==> src/rtl/pwm_phase_generator.sv <==
// Multi-channel phase-offset PWM with complementary outputs and dead-time insertion.
// All channels share one period counter; new settings land only on a period boundary.
module pwm_phase_generator #(
  parameter int unsigned NUM_CH         = 2,
  parameter int unsigned CNT_W          = 16,
  parameter int unsigned DEAD_W         = 8,
  parameter int unsigned DEFAULT_PERIOD = 47999,
  parameter int unsigned DEFAULT_HIGH   = 24000
) (
  input  logic                    clk,
  input  logic                    rst_n,
  input  logic                    enable,
  input  logic                    cfg_valid,
  output logic                    cfg_ready,
  input  logic [CNT_W-1:0]        cfg_period,
  input  logic [CNT_W-1:0]        cfg_high,
  input  logic [NUM_CH*CNT_W-1:0] cfg_phase,
  input  logic [DEAD_W-1:0]       cfg_dead,
  output logic [NUM_CH-1:0]       pwm,
  output logic [NUM_CH-1:0]       pwm_n,
  output logic                    period_tick
);

  localparam logic [CNT_W-1:0] DefPeriod = CNT_W'(DEFAULT_PERIOD);
  localparam logic [CNT_W-1:0] DefHigh   = CNT_W'(DEFAULT_HIGH);

  // Period counter and run tracking
  logic [CNT_W-1:0] cnt_q, cnt_d;
  logic             run_q;
  logic             counting, restart, wrap;

  // Active configuration
  logic [CNT_W-1:0]        per_q, high_q;
  logic [NUM_CH*CNT_W-1:0] phase_q;
  logic [DEAD_W-1:0]       dead_q;

  // Pending configuration
  logic                    pend_q;
  logic [CNT_W-1:0]        pend_per_q, pend_high_q;
  logic [NUM_CH*CNT_W-1:0] pend_phase_q;
  logic [DEAD_W-1:0]       pend_dead_q;
  logic                    accept, apply;

  // Compare stage
  logic [CNT_W-1:0]  ph_eff [NUM_CH];
  logic [CNT_W-1:0]  pos    [NUM_CH];
  logic [NUM_CH-1:0] raw_q, raw_d;

  // Dead-time output stage
  logic [NUM_CH-1:0]             lvl_q, lvl_d;
  logic [NUM_CH-1:0][DEAD_W-1:0] dcnt_q, dcnt_d;
  logic [NUM_CH-1:0]             pwm_q, pwm_d;
  logic [NUM_CH-1:0]             pwm_n_q, pwm_n_d;
  logic                          tick_q;

  always_comb begin : ctrl
    counting = enable & run_q;
    // First enabled cycle after idle: counter stays at 0, outputs enter a fresh dead window
    restart  = enable & ~run_q;
    wrap     = counting & (cnt_q == per_q);
    accept   = cfg_valid & ~pend_q;
    apply    = pend_q & (~enable | wrap);
    cnt_d    = (counting && !wrap) ? cnt_q + CNT_W'(1) : '0;
  end

  always_comb begin : position
    for (int k = 0; k < NUM_CH; k++) begin
      ph_eff[k] = phase_q[k*CNT_W +: CNT_W];
      if (ph_eff[k] > per_q) begin
        ph_eff[k] = '0;
      end
      // The wrapped sum needs CNT_W+1 bits so P = 2^CNT_W - 1 cannot overflow
      if (cnt_q >= ph_eff[k]) begin
        pos[k] = cnt_q - ph_eff[k];
      end else begin
        pos[k] = CNT_W'({1'b0, cnt_q} + {1'b0, per_q} + (CNT_W+1)'(1) - {1'b0, ph_eff[k]});
      end
      raw_d[k] = counting & (pos[k] < high_q);
    end
  end

  always_comb begin : dead_time
    pwm_d   = '0;
    pwm_n_d = '0;
    lvl_d   = lvl_q;
    dcnt_d  = dcnt_q;
    for (int k = 0; k < NUM_CH; k++) begin
      if (!enable) begin
        lvl_d[k]  = 1'b0;
        dcnt_d[k] = '0;
      end else if (restart || (raw_q[k] != lvl_q[k])) begin
        // Any level change (or a restart) opens a full window; a change inside one restarts it
        lvl_d[k] = raw_q[k] & ~restart;
        if (dead_q == '0) begin
          pwm_d[k]   = raw_q[k] & ~restart;
          pwm_n_d[k] = ~(raw_q[k] & ~restart);
          dcnt_d[k]  = '0;
        end else begin
          dcnt_d[k] = dead_q;
        end
      end else if (dcnt_q[k] != '0) begin
        dcnt_d[k] = dcnt_q[k] - DEAD_W'(1);
        if (dcnt_q[k] == DEAD_W'(1)) begin
          pwm_d[k]   = lvl_q[k];
          pwm_n_d[k] = ~lvl_q[k];
        end
      end else begin
        pwm_d[k]   = lvl_q[k];
        pwm_n_d[k] = ~lvl_q[k];
      end
    end
  end

  always_ff @(posedge clk or negedge rst_n) begin
    if (!rst_n) begin
      cnt_q   <= '0;
      run_q   <= 1'b0;
      raw_q   <= '0;
      lvl_q   <= '0;
      dcnt_q  <= '0;
      pwm_q   <= '0;
      pwm_n_q <= '0;
      tick_q  <= 1'b0;
    end else begin
      cnt_q   <= cnt_d;
      run_q   <= enable;
      raw_q   <= raw_d;
      lvl_q   <= lvl_d;
      dcnt_q  <= dcnt_d;
      pwm_q   <= pwm_d;
      pwm_n_q <= pwm_n_d;
      tick_q  <= wrap;
    end
  end

  always_ff @(posedge clk or negedge rst_n) begin
    if (!rst_n) begin
      per_q        <= DefPeriod;
      high_q       <= DefHigh;
      phase_q      <= '0;
      dead_q       <= '0;
      pend_q       <= 1'b0;
      pend_per_q   <= '0;
      pend_high_q  <= '0;
      pend_phase_q <= '0;
      pend_dead_q  <= '0;
    end else if (apply) begin
      per_q   <= pend_per_q;
      high_q  <= pend_high_q;
      phase_q <= pend_phase_q;
      dead_q  <= pend_dead_q;
      pend_q  <= 1'b0;
    end else if (accept) begin
      pend_q       <= 1'b1;
      pend_per_q   <= cfg_period;
      pend_high_q  <= cfg_high;
      pend_phase_q <= cfg_phase;
      pend_dead_q  <= cfg_dead;
    end
  end

  assign cfg_ready   = ~pend_q;
  assign pwm         = pwm_q;
  assign pwm_n       = pwm_n_q;
  assign period_tick = tick_q;

endmodule
==> config.mk <==
export PLATFORM = sky130hd
export DESIGN_NAME = pwm_phase_generator
export DESIGN_NICKNAME = d
export VERILOG_FILES = /design/src/rtl/pwm_phase_generator.sv
export SDC_FILE = /design/constraint.sdc
export NUM_CORES = 1
export LEC_CHECK = 0
export ABC_AREA = 1
export BUFFER_PORTS_ARGS = -buffer_cell sky130_fd_sc_hd__buf_4
export CAP_MARGIN = 15
export CORE_ASPECT_RATIO = 1.1
export CORE_UTILIZATION = 55
export CTS_CLUSTER_DIAMETER = 40
export CTS_CLUSTER_SIZE = 40
export DETAILED_ROUTE_END_ITERATION = 7
export PLACE_DENSITY = 0.73
export REMOVE_ABC_BUFFERS = 1
export SYNTH_ARGS = -nofsm -noshare
export SYNTH_HDL_FRONTEND = slang
export SYNTH_SLANG_ARGS = --single-unit
==> constraint.sdc <==
create_clock -name clk -period 12.5 [get_ports clk]
set_clock_uncertainty 0.15 [all_clocks]
set_input_delay 2.5 -clock clk [delete_from_list [all_inputs] [get_ports clk]]
set_output_delay 2.5 -clock clk [all_outputs]
set_load 0.01 [all_outputs]
==> flow_summary.ini, run 1 <==
[timing]
fmax_mhz = 171
min_period_over_period_pct = 46.8
worst_slew_pin_slew_ns = 0.916
final-hold-violation-count = 0
fin_crit_ns = 5.86
setup_viol = 0
finalWorstSetupSlack_ns = 6.65
slew-limit-headroom_pct = 38.9
tns_ns = 0
drv_slew = 0
rsz0062_at_grt = false

[critical_path]
cp_common_cell = nand2_1
cp_slowest_stage_delay_ns = 0.58
critPathTopFamily = simple AND/OR/NAND/NOR gates
cpMaxStageDelayCell = nand2_1
worstPathArrival_ns = 6.03
crit_path_max_fanout = 25
endpoint_kind = flop
path_buf_inv = 5
crit_type = reg2reg
critPathRequiredTime_ns = 12.67
crit_path_start_kind = flop

[logic_synthesis]
avgSynthCellArea_um2 = 7.86
synth_warnings = 0
async_reset_ff_share_pct = 100
ys_types = 51
synth_edf_count = 0
ys_ff_latch = 187
synth-main-ff-cell = dfrtp_1
netlist_instances = 1651
synth_area_um2 = 13000
synth-seq-area-share_pct = 36.3

[clocking]
htreeDepth = 4
clkSlewWorstSetupHoldPaths_ns = 0.08
post-cts-setup-buffers = 0
cts-root-buf = clkbuf_16
cts_resized = 0
hold_buffers = 0
cts_num_sinks = 187
cts_buffers = 17
cts_buffer_depth = 2
clk_latency_ns = 0.44
cts_tree = yes

[pwr]
p_comb_share_pct = 60.8
p_leak_nw = 7.44
p_switching_mw = 1.78
switching_share_pct = 48.4
p_clk_share_pct = 15.1
finalPower_mw = 3.68
p_seq_share_pct = 24.1
power_density_nw_per_um2 = 255
p_int_mw = 1.90
worst_ir_drop_vdd_mv = 0.113

[finish]
drive_gt1_share_pct = 11.4
fill_cells = 2058
nets = 1946
stdcell_count = 2032
area_delta_synth_final_pct = 11.2
finalInstanceArea_um2 = 14400
n_antenna_cell = 0

[global_routing]
grt_pass1_vias = 11000
grt_max_degree = 114
overflow = 0
grt_pass1_wl_um = 54400
antenna_found_initial = 0
grtUsageTotal_pct = 28.6

[route]
vias = 11300
ant_nets = 0
routed_wl_um = 32900
dr.pass1.iters = 5
drc = 0
first_iter_violations = 628
routedWlPerCell_um = 16.2
viasPerCell = 5.54

[placement]
place_ws_ns = 6.68
dpl_cell_area_um2 = 13800
gp_congestion = 0.949
dp_hpwl_um = 26000
dpl.cell_count = 2000
io_buffers = 81

[flow_run]
maxCapViolations = 0

[die]
die-area_um2 = 24200
initial_core_util_pct = 56.4
rows = 58
io_pins = 82
die_x_um = 148
die_h_um = 163
core_um2 = 23000

[hold_path]
worst_hold_path_type = reg2reg

[run_status]
status = finished, final reports clean
[synth_stat cells (6+ instances only)]
master    count  share of area [%]
nand2_1     398                 12
inv_1       206                6.0
a21oi_1     174                6.7
dfrtp_1     167                 32
ha_1        146                 14
o21ai_0     122                4.7
nor2_1      109                3.2
nand3_1      45                1.7
mux2_2       33                2.9
xor2_1       28                1.9
dfstp_2      20                4.1
clkbuf_1     18               0.52
nor3_1       18               0.69
o21ai_1      18               0.69
xnor2_1      15                1.0
buf_2        12               0.46
a31oi_1      10               0.48
nand3b_1     10               0.58
nor4_1        8               0.39
o211ai_1      8               0.46
or2_2         7               0.34
a211oi_1      6               0.35
o21bai_1      6               0.35
[path summary, 6_finish.rpt]
| check | from | end | slack, ns | cells past startpoint |
|---|---|---|---|---|
| min in group asynchronous | rst_n | pend_high_q[3] | 1.99 | 1 |
| max in group asynchronous | rst_n | per_q[14] | 8.77 | 2 |
| worst max-delay path | per_q[15] | raw_q[1] | 6.65 | 25 |
| worst max register to register | per_q[15] | raw_q[1] | 6.65 | 25 |
| worst min-delay path | pend_phase_q[14] | phase_q[14] | 0.32 | 2 |
| worst min register to register | pend_phase_q[14] | phase_q[14] | 0.32 | 2 |
[cells in the final DEF, fill, tap and decap left out, types with 3 or more instances in the layout]
cell type	instances
clkinv_4	3
nor3_1	18
xnor2_1	15
nand2_1	396
mux2_2	33
o21bai_1	6
o21ai_0	122
buf_4	85
nand2_2	3
ha_1	146
o211ai_1	8
mux2i_1	3
dfrtp_1	167
a21o_1	3
o31ai_1	5
nand4_1	5
a211oi_1	6
nand3_1	45
nor2_1	109
xor2_1	28
nand3b_1	10
a31oi_1	10
o21ai_1	18
nor4_1	8
nor2_2	4
clkbuf_8	3
inv_1	206
a21oi_1	174
nand3_2	5
fa_1	5
clkbuf_16	17
dfstp_2	20
clkinv_8	4
inv_6	4
or2_2	7
[tightest hold or removal path, delay by kind of cell, from the launching register on]
family           cells  cell delay, ns
AND/OR/NAND/NOR      2            0.09
flip-flops           1            0.34
[sequential cells by signal, indices dropped and copies added, names as in the netlist]
signal / flops
pend_high_q: 16
pwm_n: 2
per_q: 16
phase_q: 32
run_q: 1
high_q: 16
pend_dead_q: 8
raw_q: 2
lvl_q: 2
pwm: 2
cnt_q: 16
pend_q: 1
dead_q: 8
pend_phase_q: 32
dcnt_q: 16
period_tick: 1
pend_per_q: 16
[stage by stage]
stage          util (%)  hold slack, ns
3_3_place_gp       60.1           0.294
4_1_cts            62.7           0.319
3_5_place_dp       60.1           0.302
5_1_grt            62.7           0.341
6_report           62.7           0.315
2_1_floorplan         -           0.286
[power by group through the flow]
stage | logic [mW] | registers, mW | clock network (mW)
after floorplan | 1.65 | 0.851 | 0
after global placement | 2.15 | 0.891 | 0
after detailed placement | 2.21 | 0.895 | 0
after CTS | 2.22 | 0.885 | 0.565
after global routing | 2.56 | 0.905 | 0.584
final | 2.23 | 0.887 | 0.556
[routing by layer]
layer | vias up | wire length, µm | GRT usage, %
met5 | - | 0 | 0
met2 | 252 | 15600 | 48.5
met3 | 45 | 1280 | 3.21
met1 | 5321 | 15300 | 38.2
li1 | 5641 | - | -
met4 | 0 | 726 | 8.58
[logic make-up (layout without fill, tap and decap cells)]
family / Yosys count / count (layout) / share of synthesized area (%)
DFF: 187 / 187 / 36.3
and+or+nand+nor: 621 / 621 / 20.1
AOI/OAI and AO/OA: 370 / 370 / 15.3
adders and majority gates: 151 / 151 / 14.9
xor gates and xnor gates: 43 / 43 / 2.90
muxes: 36 / 36 / 3.10
buffers and inverters: 243 / 324 / 7.41
[area by class of cell]
| class | count | area, µm² | area share [%] |
|---|---|---|---|
| multi-input cells | 1221 | 7310 | 50.7 |
| flip-flops and latches | 187 | 4700 | 32.6 |
| inverters | 206 | 773 | 5.36 |
| repair buffers | 86 | 652 | 4.52 |
| clock buffers | 19 | 453 | 3.14 |
| well taps | 300 | 375 | 2.60 |
| clock inverters | 13 | 149 | 1.03 |
(Power assumes the default switching activity.)
==> run 2, diff against run 1 <==
Settings changed: PLACE_DENSITY 0.73 to 0.76.
Clock period 12.5 ns to 5.3 ns, I/O delays scaled along.
==> flow_summary.ini, run 2 (synthesized netlist as in run 1, its figures left out) <==
[placement]
place_ws_ns = 0.298
io_buffers = 81
gp_congestion = 1.00
dp_hpwl_um = 25800

[finish]
area_delta_synth_final_pct = 12.8
final_cell_mix = nand2_1 (394), inv_1 (205), a21oi_1 (173)
drive_gt1_share_pct = 12.9
reg.largest.list = pend_phase_q (32), phase_q (32)
nets = 1964
n_antenna_cell = 0
final_common_cell = nand2_1

[critical_path]
reg2reg_from = per_q[1]
cp_slowest_stage_delay_ns = 0.56
critPathTopFamily = compound AO/OA/AOI/OAI gates
crit_type = reg2reg
reg2reg_setup_slack_ns = 0.31
cpMaxStageDelayCell = dfstp_2
cp_common_cell = nand2_1
path_buf_inv = 4
r2r-end = raw_q[1]
endpoint_kind = flop
worstPathArrival_ns = 5.20
critPathRequiredTime_ns = 5.51
worst_r2r_path_depth = 26
crit_path_start_kind = flop
crit_path_max_fanout = 12

[die]
rows = 58
die_x_um = 148
initial_core_util_pct = 56.4
io_pins = 82
die_h_um = 163
die-area_um2 = 24200
core_um2 = 23000

[timing]
setup_viol = 0
slew-limit-headroom_pct = 47.4
finalWorstSetupSlack_ns = 0.309
final-hold-violation-count = 0
worst_slew_pin_slew_ns = 0.789
fin_crit_ns = 4.99
drv_slew = 0
whs_ns = 0.324
min_period_over_period_pct = 94.2
fmax_mhz = 200

[global_routing]
grtUsageTotal_pct = 28.2
antenna_found_initial = 0
grt_max_degree = 96
overflow = 0
grt_pass1_vias = 11000
grt_pass1_wl_um = 53600

[pwr]
p_leak_nw = 7.54
worst_ir_drop_vdd_mv = 0.281
power_density_nw_per_um2 = 605

[hold_path]
min_to = dead_q[4]
worst_hold_path_type = reg2reg
holdPathStages = 2
hp-start = pend_dead_q[4]

[clocking]
cts-root-buf = clkbuf_16
htreeDepth = 4
cts_num_sinks = 187
cts_tree = yes
hold_buffers = 0
cts_buffer_depth = 2
clkSlewWorstSetupHoldPaths_ns = 0.07
clk_latency_ns = 0.44
cts_buffers = 17

[route]
dr.pass1.iters = 6
viasPerCell = 5.52
routed_wl_um = 32900
ant_nets = 0
routedWlPerCell_um = 16.1
drc = 0
vias = 11300
first_iter_violations = 833

[flow_run]
maxCapViolations = 0

[run_status]
status = finished, final reports clean
## run 2: cell types whose count changed in the layout (fill, tap and decap cells not counted), moves of 2 or more
cell        delta
buf_12         +2
inv_6          -2
ha_1           -2
clkinv_8       -2
nand2_1        -2
clkinvlp_4     +2
buf_4         +16
## run 2: how the worst max path moves through the flow
stage	from	end	slack (ns)	cells after the start
floorplan	per_q[1]	raw_q[1]	0.85	27
global placement	per_q[15]	raw_q[0]	0.41	27
detailed placement	per_q[13]	raw_q[0]	0.30	26
CTS	per_q[13]	raw_q[0]	0.28	26
global route	per_q[13]	raw_q[0]	-0.06	28
finish	per_q[1]	raw_q[1]	0.31	26
## run 2: final cells by class
type                    instances  area, µm²
clock inverters                13        155
flip-flops and latches        187       4700
fillers                      2026       8380
well taps                     300        375
repair buffers                104        812
inverters                     206        773
clock buffers                  19        443
multi-input cells            1221       7360
## run 2: worst min-delay path: cells and delay by family, from the launching register on
| kind | cells | cell delay (ns) |
|---|---|---|
| DFF | 1 | 0.34 |
| and+or+nand+nor | 2 | 0.10 |
## run 2: where the power goes
| group | switching [mW] | total (mW) | leakage, nW | internal, mW |
|---|---|---|---|---|
| combinational | 3.34 | 5.45 | 5.02 | 2.11 |
| clock | 0.635 | 1.32 | 0.286 | 0.684 |
| sequential | 0.270 | 2.08 | 2.24 | 1.81 |
## run 2: per-layer routing
metal,up-vias,global-route usage (%),wire length [µm]
li1,5674,-,-
met1,5313,38.4,15300
met2,292,47.0,15500
met3,47,3.88,1480
met4,0,7.73,588
met5,-,0,0
## run 2: metrics by stage
step	instance area, µm²	power (mW)	instances	utilization [%]	setup TNS [ns]
floorplan	12800	5.91	1614	-	0
global placement	13900	7.27	2013	60.6	0
detailed placement	13900	7.40	2013	60.6	0
CTS	14500	8.76	2045	63.2	0
global route	14600	9.70	2050	63.6	-0.0587
finish	14600	8.86	2050	63.6	0
## run 2: what timing repair did
action                     4_1_cts  5_1_grt
setup endpoints to repair        0        2
buffers inserted                 0        5
resized for setup                0       11
